File: config.mk
export PLATFORM = sky130hd
export DESIGN_NAME = seq_det_scheduler_flat
export DESIGN_NICKNAME = d
export VERILOG_FILES = /design/src/rtl/seq_det_scheduler_if.sv /design/src/rtl/seq_det_scheduler.sv /design/src/flat_wrapper.sv
export SDC_FILE = /design/constraint.sdc
export NUM_CORES = 1
export LEC_CHECK = 0
export CORE_MARGIN = 2
export CORE_UTILIZATION = 50
export DETAILED_ROUTE_END_ITERATION = 10
export HOLD_SLACK_MARGIN = 0.15
export PLACE_DENSITY = 0.85
export SLEW_MARGIN = 20
export SYNTH_ARGS = -nofsm -noshare
export SYNTH_HDL_FRONTEND = slang
export SYNTH_SLANG_ARGS = --single-unit
File: constraint.sdc
create_clock -name clk -period 3.4 [get_ports clk]
set_clock_uncertainty 0.1 [all_clocks]
set_input_delay 0.68 -clock clk [delete_from_list [all_inputs] [get_ports clk]]
set_output_delay 0.68 -clock clk [all_outputs]
set_load 0.02 [all_outputs]
File: src/rtl/seq_det_scheduler_if.sv
// Handshake and detector-side bundle for seq_det_scheduler.
// slave  = the scheduler itself; master = host, result consumer and detector.
// Optional first-match fields are present only when FIRST_POS_EN is defined.
interface seq_det_scheduler_if #(
  parameter int WORD_W = 32,
  parameter int CNT_W  = 6
);
  logic [WORD_W-1:0] word_in;
  logic              word_valid;
  logic              word_ready;
  logic              det_rst;
  logic              det_in;
  logic              det_out;
  logic [CNT_W-1:0]  match_cnt;
  logic              result_valid;
  logic              result_ready;
  logic              busy;
`ifdef FIRST_POS_EN
  logic              first_hit;
  logic [CNT_W-1:0]  first_pos;

  modport master (
    output word_in, word_valid, det_out, result_ready,
    input  word_ready, det_rst, det_in, match_cnt, result_valid, busy,
           first_hit, first_pos
  );
  modport slave (
    input  word_in, word_valid, det_out, result_ready,
    output word_ready, det_rst, det_in, match_cnt, result_valid, busy,
           first_hit, first_pos
  );
`else
  modport master (
    output word_in, word_valid, det_out, result_ready,
    input  word_ready, det_rst, det_in, match_cnt, result_valid, busy
  );
  modport slave (
    input  word_in, word_valid, det_out, result_ready,
    output word_ready, det_rst, det_in, match_cnt, result_valid, busy
  );
`endif
endinterface

File: src/rtl/seq_det_scheduler.sv
// seq_det_scheduler: accepts a word, resets a serial pattern detector, shifts
// the word into it MSB-first and counts the detector's match pulses that
// belong to the word's own bits. The count is returned over a valid/ready
// result handshake.
// Optional feature macro: FIRST_POS_EN adds first_hit / first_pos, which
// report the bit index whose detector response was the first counted match.
module seq_det_scheduler #(
  parameter int WORD_W     = 32,
  parameter int CNT_W      = 6,
  parameter int DETECT_LAT = 1
) (
  input  logic                clk,
  input  logic                reset,
  seq_det_scheduler_if.slave  bus
);

  // Index register also counts DRAIN cycles, so it needs at least 2 bits.
  localparam int IDX_W = ($clog2(WORD_W) > 2) ? $clog2(WORD_W) : 2;
  localparam logic [IDX_W-1:0] LAST_IDX   = IDX_W'(WORD_W - 1);
  localparam logic [IDX_W-1:0] LAST_DRAIN = IDX_W'((DETECT_LAT > 0) ? DETECT_LAT - 1 : 0);

  typedef enum logic [2:0] {
    S_IDLE,
    S_CLEAR,
    S_SHIFT,
    S_DRAIN,
    S_DONE
  } state_t;

  state_t            r_state;
  logic [WORD_W-1:0] r_shift;
  logic [IDX_W-1:0]  r_idx;
  logic [CNT_W-1:0]  r_cnt;
  logic              r_det_in;
  logic              r_word_ready;
  logic              r_result_valid;
  logic              r_busy;
  logic              r_clear;

  logic w_accept;
  logic w_shift_win;
  logic w_count;

  assign w_accept = (r_state == S_IDLE) && bus.word_valid;

  // The first DETECT_LAT SHIFT cycles still show responses to pre-word input.
  generate
    if (DETECT_LAT == 0) begin : g_win_all
      assign w_shift_win = 1'b1;
    end else begin : g_win_lat
      assign w_shift_win = (r_idx >= IDX_W'(DETECT_LAT));
    end
  endgenerate

  assign w_count = bus.det_out &&
                   (((r_state == S_SHIFT) && w_shift_win) || (r_state == S_DRAIN));

  // Controller FSM: state, shift register, bit index and registered handshake outputs.
  // NOTE: every sequential assignment uses <= so all registers update from
  // pre-edge values; a blocking = here would let later lines see new values.
  always_ff @(posedge clk) begin
    if (reset) begin
      r_state        <= S_IDLE;
      r_shift        <= '0;
      r_idx          <= '0;
      r_det_in       <= 1'b0;
      r_word_ready   <= 1'b1;
      r_result_valid <= 1'b0;
      r_busy         <= 1'b0;
      r_clear        <= 1'b0;
    end else begin
      unique case (r_state)
        S_IDLE: begin
          if (bus.word_valid) begin
            r_shift      <= bus.word_in;
            r_state      <= S_CLEAR;
            r_word_ready <= 1'b0;
            r_busy       <= 1'b1;
            r_clear      <= 1'b1;
          end
        end
        S_CLEAR: begin
          // Present the MSB for SHIFT index 0 right away.
          r_clear  <= 1'b0;
          r_idx    <= '0;
          r_det_in <= r_shift[WORD_W-1];
          r_shift  <= {r_shift[WORD_W-2:0], 1'b0};
          r_state  <= S_SHIFT;
        end
        S_SHIFT: begin
          if (r_idx == LAST_IDX) begin
            r_det_in <= 1'b0;
            r_idx    <= '0;
            if (DETECT_LAT == 0) begin
              r_state        <= S_DONE;
              r_result_valid <= 1'b1;
            end else begin
              r_state <= S_DRAIN;
            end
          end else begin
            r_idx    <= r_idx + IDX_W'(1);
            r_det_in <= r_shift[WORD_W-1];
            r_shift  <= {r_shift[WORD_W-2:0], 1'b0};
          end
        end
        S_DRAIN: begin
          if (r_idx == LAST_DRAIN) begin
            r_state        <= S_DONE;
            r_result_valid <= 1'b1;
          end else begin
            r_idx <= r_idx + IDX_W'(1);
          end
        end
        S_DONE: begin
          if (bus.result_ready) begin
            r_state        <= S_IDLE;
            r_result_valid <= 1'b0;
            r_word_ready   <= 1'b1;
            r_busy         <= 1'b0;
          end
        end
        // NOTE: the default arm recovers from unused encodings instead of
        // leaving the FSM stuck in an illegal state.
        default: begin
          r_state        <= S_IDLE;
          r_word_ready   <= 1'b1;
          r_result_valid <= 1'b0;
          r_busy         <= 1'b0;
          r_clear        <= 1'b0;
          r_det_in       <= 1'b0;
        end
      endcase
    end
  end

  // Saturating match counter; zeroed on acceptance so it reads 0 from CLEAR on.
  always_ff @(posedge clk) begin
    if (reset || w_accept) begin
      r_cnt <= '0;
    end else if (w_count && (r_cnt != '1)) begin
      r_cnt <= r_cnt + CNT_W'(1);
    end
  end

`ifdef FIRST_POS_EN
  logic             r_first_hit;
  logic [CNT_W-1:0] r_first_pos;
  logic [CNT_W-1:0] w_resp_pos;

  // Bit index whose response is on det_out this cycle.
  assign w_resp_pos = (r_state == S_DRAIN)
                    ? CNT_W'(WORD_W - DETECT_LAT + int'(r_idx))
                    : CNT_W'(int'(r_idx) - DETECT_LAT);

  // Capture the position of the first counted match.
  always_ff @(posedge clk) begin
    if (reset || w_accept) begin
      r_first_hit <= 1'b0;
      r_first_pos <= '0;
    end else if (w_count && !r_first_hit) begin
      r_first_hit <= 1'b1;
      r_first_pos <= w_resp_pos;
    end
  end

  assign bus.first_hit = r_first_hit;
  assign bus.first_pos = r_first_pos;
`endif

  // Detector reset follows the controller reset combinationally.
  assign bus.det_rst      = reset | r_clear;
  assign bus.det_in       = r_det_in;
  assign bus.word_ready   = r_word_ready;
  assign bus.result_valid = r_result_valid;
  assign bus.busy         = r_busy;
  assign bus.match_cnt    = r_cnt;

endmodule
File: src/flat_wrapper.sv
// flat-port wrapper written by rule: the top's interface ports become plain ports
module seq_det_scheduler_flat 
#(
  parameter int WORD_W     = 32,
  parameter int CNT_W      = 6,
  parameter int DETECT_LAT = 1
)
  (clk, reset, bus_word_in, bus_word_valid, bus_det_out, bus_result_ready, bus_word_ready, bus_det_rst, bus_det_in, bus_match_cnt, bus_result_valid, bus_busy);
  seq_det_scheduler_if #(.WORD_W(WORD_W), .CNT_W(CNT_W)) bus_i ();
  input  logic clk;
  input  logic reset;
  input wire logic [$bits(bus_i.word_in)-1:0] bus_word_in;
  input wire logic [$bits(bus_i.word_valid)-1:0] bus_word_valid;
  input wire logic [$bits(bus_i.det_out)-1:0] bus_det_out;
  input wire logic [$bits(bus_i.result_ready)-1:0] bus_result_ready;
  output wire logic [$bits(bus_i.word_ready)-1:0] bus_word_ready;
  output wire logic [$bits(bus_i.det_rst)-1:0] bus_det_rst;
  output wire logic [$bits(bus_i.det_in)-1:0] bus_det_in;
  output wire logic [$bits(bus_i.match_cnt)-1:0] bus_match_cnt;
  output wire logic [$bits(bus_i.result_valid)-1:0] bus_result_valid;
  output wire logic [$bits(bus_i.busy)-1:0] bus_busy;
  assign bus_i.word_in = bus_word_in;
  assign bus_i.word_valid = bus_word_valid;
  assign bus_i.det_out = bus_det_out;
  assign bus_i.result_ready = bus_result_ready;
  assign bus_word_ready = bus_i.word_ready;
  assign bus_det_rst = bus_i.det_rst;
  assign bus_det_in = bus_i.det_in;
  assign bus_match_cnt = bus_i.match_cnt;
  assign bus_result_valid = bus_i.result_valid;
  assign bus_busy = bus_i.busy;
  seq_det_scheduler #(.WORD_W(WORD_W), .CNT_W(CNT_W), .DETECT_LAT(DETECT_LAT)) u_core (.clk(clk), .reset(reset), .bus(bus_i));
endmodule
== Yosys cells after proc, flatten, opt, wreduce, memory -nomap -nowiden ==
Index checks and enable logic that the tools add are counted.
Word-level totals
  output and inout bits: 11
  word-level logic and storage cells: 70
  bits in registers: 51
  input bits: 37
Operators by class
  reductions and logical operators: 20
  $add $sub $neg: 2
  magnitude comparators: 1
  equality and inequality tests: 12
  muxes and demuxes: 22
  bitwise operators: 4
Operators with widths (count)
  $pmux W32 S3: 1
  $mux W32: 2
  $pmux W3 S5: 1
  $pmux W5 S3: 1
  $mux W3: 4
  $ne A2 B2 Y1 const B: 6
  $pmux W1 S3: 4
  $reduce_or A3 Y1: 4
  $mux W5: 2
  $reduce_and A3 Y1: 3
  $add A6 B1 Y6 const B: 1
  $eq A3 B2 Y1 const B: 2
  $mux W1: 6
  $ne A6 B6 Y1 const B: 1
  $reduce_bool A3 Y1: 2
  $add A5 B1 Y5 const B: 1
  $eq A5 B5 Y1 const B: 1
  $ge A5 B1 Y1 const B: 1
  $logic_not A5 Y1: 1
  $logic_and A1 B1 Y1: 4
  $reduce_and A2 Y1: 2
  $reduce_and A4 Y1: 1
  $eq A3 B1 Y1 const B: 1
  $eq A3 B3 Y1 const B: 1
  5 further kinds: 8

== Logic depth before layout (Yosys ltp) ==
  word-level depth: 5
  mapped depth: 8
  depth with buffers taken out: 7

== Worst setup path after synthesis ==
OpenSTA, ideal clock, no wires.
  kind: register to register
  from: register u_core.r_idx[0]
  to: register u_core.r_shift[0]
  required time: 3.234 ns
  path buffers: 0
  period minus slack after synthesis: 2.154 ns
  setup slack: 1.246 ns
  arrival time: 1.988 ns
  library setup time: 0.066 ns
  stages on the path, launching flop included: 8
  cells stage by stage: dfxtp_1 ha_1 and3_1 ha_1 or3b_4 a21oi_4 mux2_2 nor2_1
Between the ends
  word-level cells in the longest chain between the ends: 3
Ends and longest elaborated chain
  start: declaration: line seq_det_scheduler.sv:32  | logic [IDX_W-1:0] r_idx;
  start signal: assignment: line seq_det_scheduler.sv:101  | r_idx <= r_idx + IDX_W'(1);
  start signal: assignment: line seq_det_scheduler.sv:111  | r_idx <= r_idx + IDX_W'(1);
  $eq A5 B5 Y1: line seq_det_scheduler.sv:91  | if (r_idx == LAST_IDX) begin
  $ne A2 B2 Y1 (no source line)
  $reduce_and A3 Y1 (no source line)
  end signal: assignment: line seq_det_scheduler.sv:75  | r_shift <= bus.word_in;
  end signal: assignment: line seq_det_scheduler.sv:87  | r_shift <= {r_shift[WORD_W-2:0], 1'b0};
  end signal: assignment: line seq_det_scheduler.sv:103  | r_shift <= {r_shift[WORD_W-2:0], 1'b0};
  end: declaration: line seq_det_scheduler.sv:31  | logic [WORD_W-1:0] r_shift;
Every way passes these cells.
A chain may end at the register's enable or synchronous reset.

== Worst setup path in the final report ==
Same ends and word-level chain as after synthesis.

==> results.yml <==
status:
  status: "complete, no violations"
sta:
  grt_setup_unrepaired: "false"
  fin_crit_share: 0.751
  fmax_ghz: 0.391
  total_of_endpoints_with_negative_setup_slack_in_the_final_report: 0
  worst_slew_margin_rel: 0.564
  period_needed_ns: 2.55
  final_hold_viol_count: 0
  fin_setup_tns_ns: 0
  timing_max_transition_violations_final: 0
  tightest_slew_ns: 0.653
detailed_routing:
  wl_um: 4830
  drtAntennaViolNets: 0
  detail_route.wl_per_cell_um: 13.0
  vias: 1994
  final_routed_drc_violation_total: 0
  routed_via_density: 5.36
  detail_route.first_pass.iterations: 4
  drt_iter0_drc: 119
global_routing:
  antenna_found_initial: 0
  grt_pass1_wl_um: 8570
  gr-total-overflow: 0
  grt_start_max_net_pins: 50
  first_global_vias: 1954
  globalRouteTotalUtil: 0.178
power:
  post_route_total_power_w: 0.00141
  p_leak_nw: 1.19
  vdd.ir_drop.worst_uv: 228
  cellPowerDensity_nw_per_um2: 444
die:
  top_level_ports: 48
  die_width_um: 76.3
  die_area_um2: 5820
  coreArea_um2: 5070
  initial_core_util: 0.515
  std_cell_rows: 26
  die_height_um: 76.3
worst_setup_path:
  cp_data_required_time_ns: 3.53
  worstReg2RegStart: "u_core.r_idx[0]"
  critical_path_arrival_ns: 2.69
  critical_path.startpoint_type: "register"
  r2r.worst_path.cells: 8
  regToRegEndpoint: "u_core.r_shift[0]"
  crit_path_cell_trace: "ha_1 > and3_1 > ha_1 > or3b_4 > a21oi_4 > buf_4 > mux2_2 > nor2_1"
  timing.critical_path.to_type: "register"
  worstSetupPathType: "reg -> reg"
  r2r_slack_ns: 0.85
  crit_path_top_delay_cell: "or3b_4"
  crit_path_max_incr_delay_ns: 0.40
  timing.critical_path.fanout_max: 37
  cell_with_the_most_instances_on_the_worst_path: "ha_1"
clocking:
  numClockSinks: 51
  clock_path_buffers: 2
  cts-htree-levels: 2
  cts_buffers: 5
  cts_root_buffer: "clkbuf_8"
  clk_transition_reported_paths_ns: 0.08
  clock_tree_from_tritoncts: "yes"
  clock_insertion_delay_worst_skew_ns: 0.30
  count_of_hold_fix_buffers_inserted_at_cts: 0
  cts.repair_timing.setup_buffer_count: 0
  gates_resized_cts_repair: 0
synthesis:
  netlist_top_cells_area: "dfxtp_1 39%, a211oi_2 14%, mux2i_1 13%, nor2_1 5.6%, ha_1 2.4%"
  netlist.top_cell.by_area: "dfxtp_1"
  yosysTopAreaCellShare: 0.390
  synthArstFlopShare: 0
  synth.ff_latch_count: 51
  synth_fp_nets: 304
  synthesis.area_um2: 2620
  synthesis.area_per_instance_um2: 9.98
  ys_dominant_reg_cell: "dfxtp_1"
  leading_cell_type_by_number_of_instances_after_synthesis: "dfxtp_1"
  synth_edf_count: 0
  synth.yosys.seq_area_share: 0.390
  yosys.cell_types.count: 48
  synth.top_cells.by_count: "51 x dfxtp_1, 39 x nor2_1, 34 x mux2i_1"
  synthCells: 262
  yosysWarnings: 0
cells_and_area:
  n_antenna_cell: 0
  synthToLayoutAreaGrowth_pct: 21.6
  layout-drive-gt1-share: 0.162
  fillers: 458
  design.final.nets: 344
  instances_no_fill: 372
  postLayoutCellArea_um2: 3180
worst_hold_path:
  hold-path-endpoint: "u_core.bus.result_valid"
  hp-class: "reg -> reg"
  hp-start: "u_core.bus.result_valid"
  min_path_cells: 2
placed_design:
  hpwl_after_detailed_placement_um: 3410
  buffer_ports.inserted: 47
  gp_routability_congestion: 0.808
  detailed_place.area_um2: 3090
  dpl.cell_count: 365
run:
  maxCapViolations: 0
-- layout by cell type, fill, tap and decap left out, types with 4 or more instances in the layout --
cell type / Yosys / routed
buf_4: 3 / 5
a21oi_1: 7 / 7
clkdlybuf4s50_1: 0 / 46
a211oi_2: 29 / 29
nand3_1: 5 / 5
and3_1: 5 / 5
mux2i_1: 34 / 34
nor2_1: 39 / 39
ha_1: 5 / 5
nor3_1: 4 / 4
clkbuf_8: 0 / 6
dfxtp_1: 51 / 51
xnor2_1: 4 / 4
inv_1: 5 / 5
nand2_1: 8 / 8
-- kinds of logic after synthesis --
logic type | after synthesis | share of synthesized area
XOR/XNOR | 4 | 0.0134
buffers and inverters | 24 | 0.0522
AO/OA/AOI/OAI | 58 | 0.219
adder cells (fa/ha/maj) | 5 | 0.0239
multiplexers | 35 | 0.134
flip-flops | 51 | 0.390
AND/OR/NAND/NOR | 85 | 0.167
-- state kept, by name (all words and copies together) (netlist names) --
signal,cells
u_core.r_shift,32
u_core.bus.match_cnt,6
u_core.r_idx,5
u_core.r_state,3
u_core.bus.busy,1
u_core.bus.det_in,1
u_core.bus.result_valid,1
u_core.bus.word_ready,1
u_core.r_clear,1
-- critical path, delay by kind of cell, from the launching register on --
family	cells	cell delay, ns
DFF	1	0.37
AOI/OAI and AO/OA	1	0.13
and+or+nand+nor	3	0.65
muxes	1	0.38
buffers and inverters	1	0.40
adders and majority gates	2	0.43
-- worst max-delay path by stage --
| stage | start | endpoint | slack [ns] | cells past startpoint |
|---|---|---|---|---|
| global placement | bus_word_valid | u_core.r_shift[0] | 0.86 | 6 |
| floorplan | u_core.r_idx[0] | u_core.r_shift[0] | 1.25 | 7 |
| detailed placement | bus_word_valid | u_core.r_shift[0] | 0.84 | 6 |
| finish | u_core.r_idx[0] | u_core.r_shift[0] | 0.85 | 8 |
| global route | u_core.r_idx[0] | u_core.r_shift[0] | 0.71 | 8 |
| CTS | u_core.r_idx[0] | u_core.r_shift[0] | 0.84 | 8 |
-- through the flow --
| step | worst slack, ns | hold WS (ns) | util |
|---|---|---|---|
| 2_1_floorplan | 1.25 | 0.378 | - |
| 3_3_place_gp | 0.864 | 0.344 | 0.609 |
| 3_5_place_dp | 0.843 | 0.372 | 0.609 |
| 4_1_cts | 0.843 | 0.383 | 0.627 |
| 5_1_grt | 0.706 | 0.407 | 0.627 |
| 6_report | 0.846 | 0.381 | 0.627 |
-- per-layer routing --
| metal | track usage | vias up | part of all wire |
|---|---|---|---|
| met3 | 0.0403 | 6 | 0.034 |
| met2 | 0.299 | 26 | 0.48 |
| met1 | 0.222 | 933 | 0.47 |
| met4 | 0.0655 | 0 | 0.016 |
| met5 | 0 | - | 0 |
| li1 | - | 1029 | - |
-- power by group --
| group | total, W | internal (W) | switching [W] | leakage (nW) |
|---|---|---|---|---|
| clock | 0.000343 | 0.000160 | 0.000183 | 0.0470 |
| sequential | 0.000704 | 0.000661 | 0.0000431 | 0.421 |
| combinational | 0.000364 | 0.000179 | 0.000185 | 0.721 |
| total | 0.00141 | 0.00100 | 0.000411 | 1.19 |
-- final cells by class --
cell class,count,area (um2),area share
Multi-Input combinational cell,187,1460,0.460
Timing Repair Buffer,52,503,0.158
Tap cell,70,87.6,0.0275
Clock buffer,6,82.6,0.0260
Sequential cell,51,1020,0.321
Inverter,5,18.8,0.00590
Clock inverter,1,5.00,0.00157
Note: power is estimated with default switching activity, not from simulation.
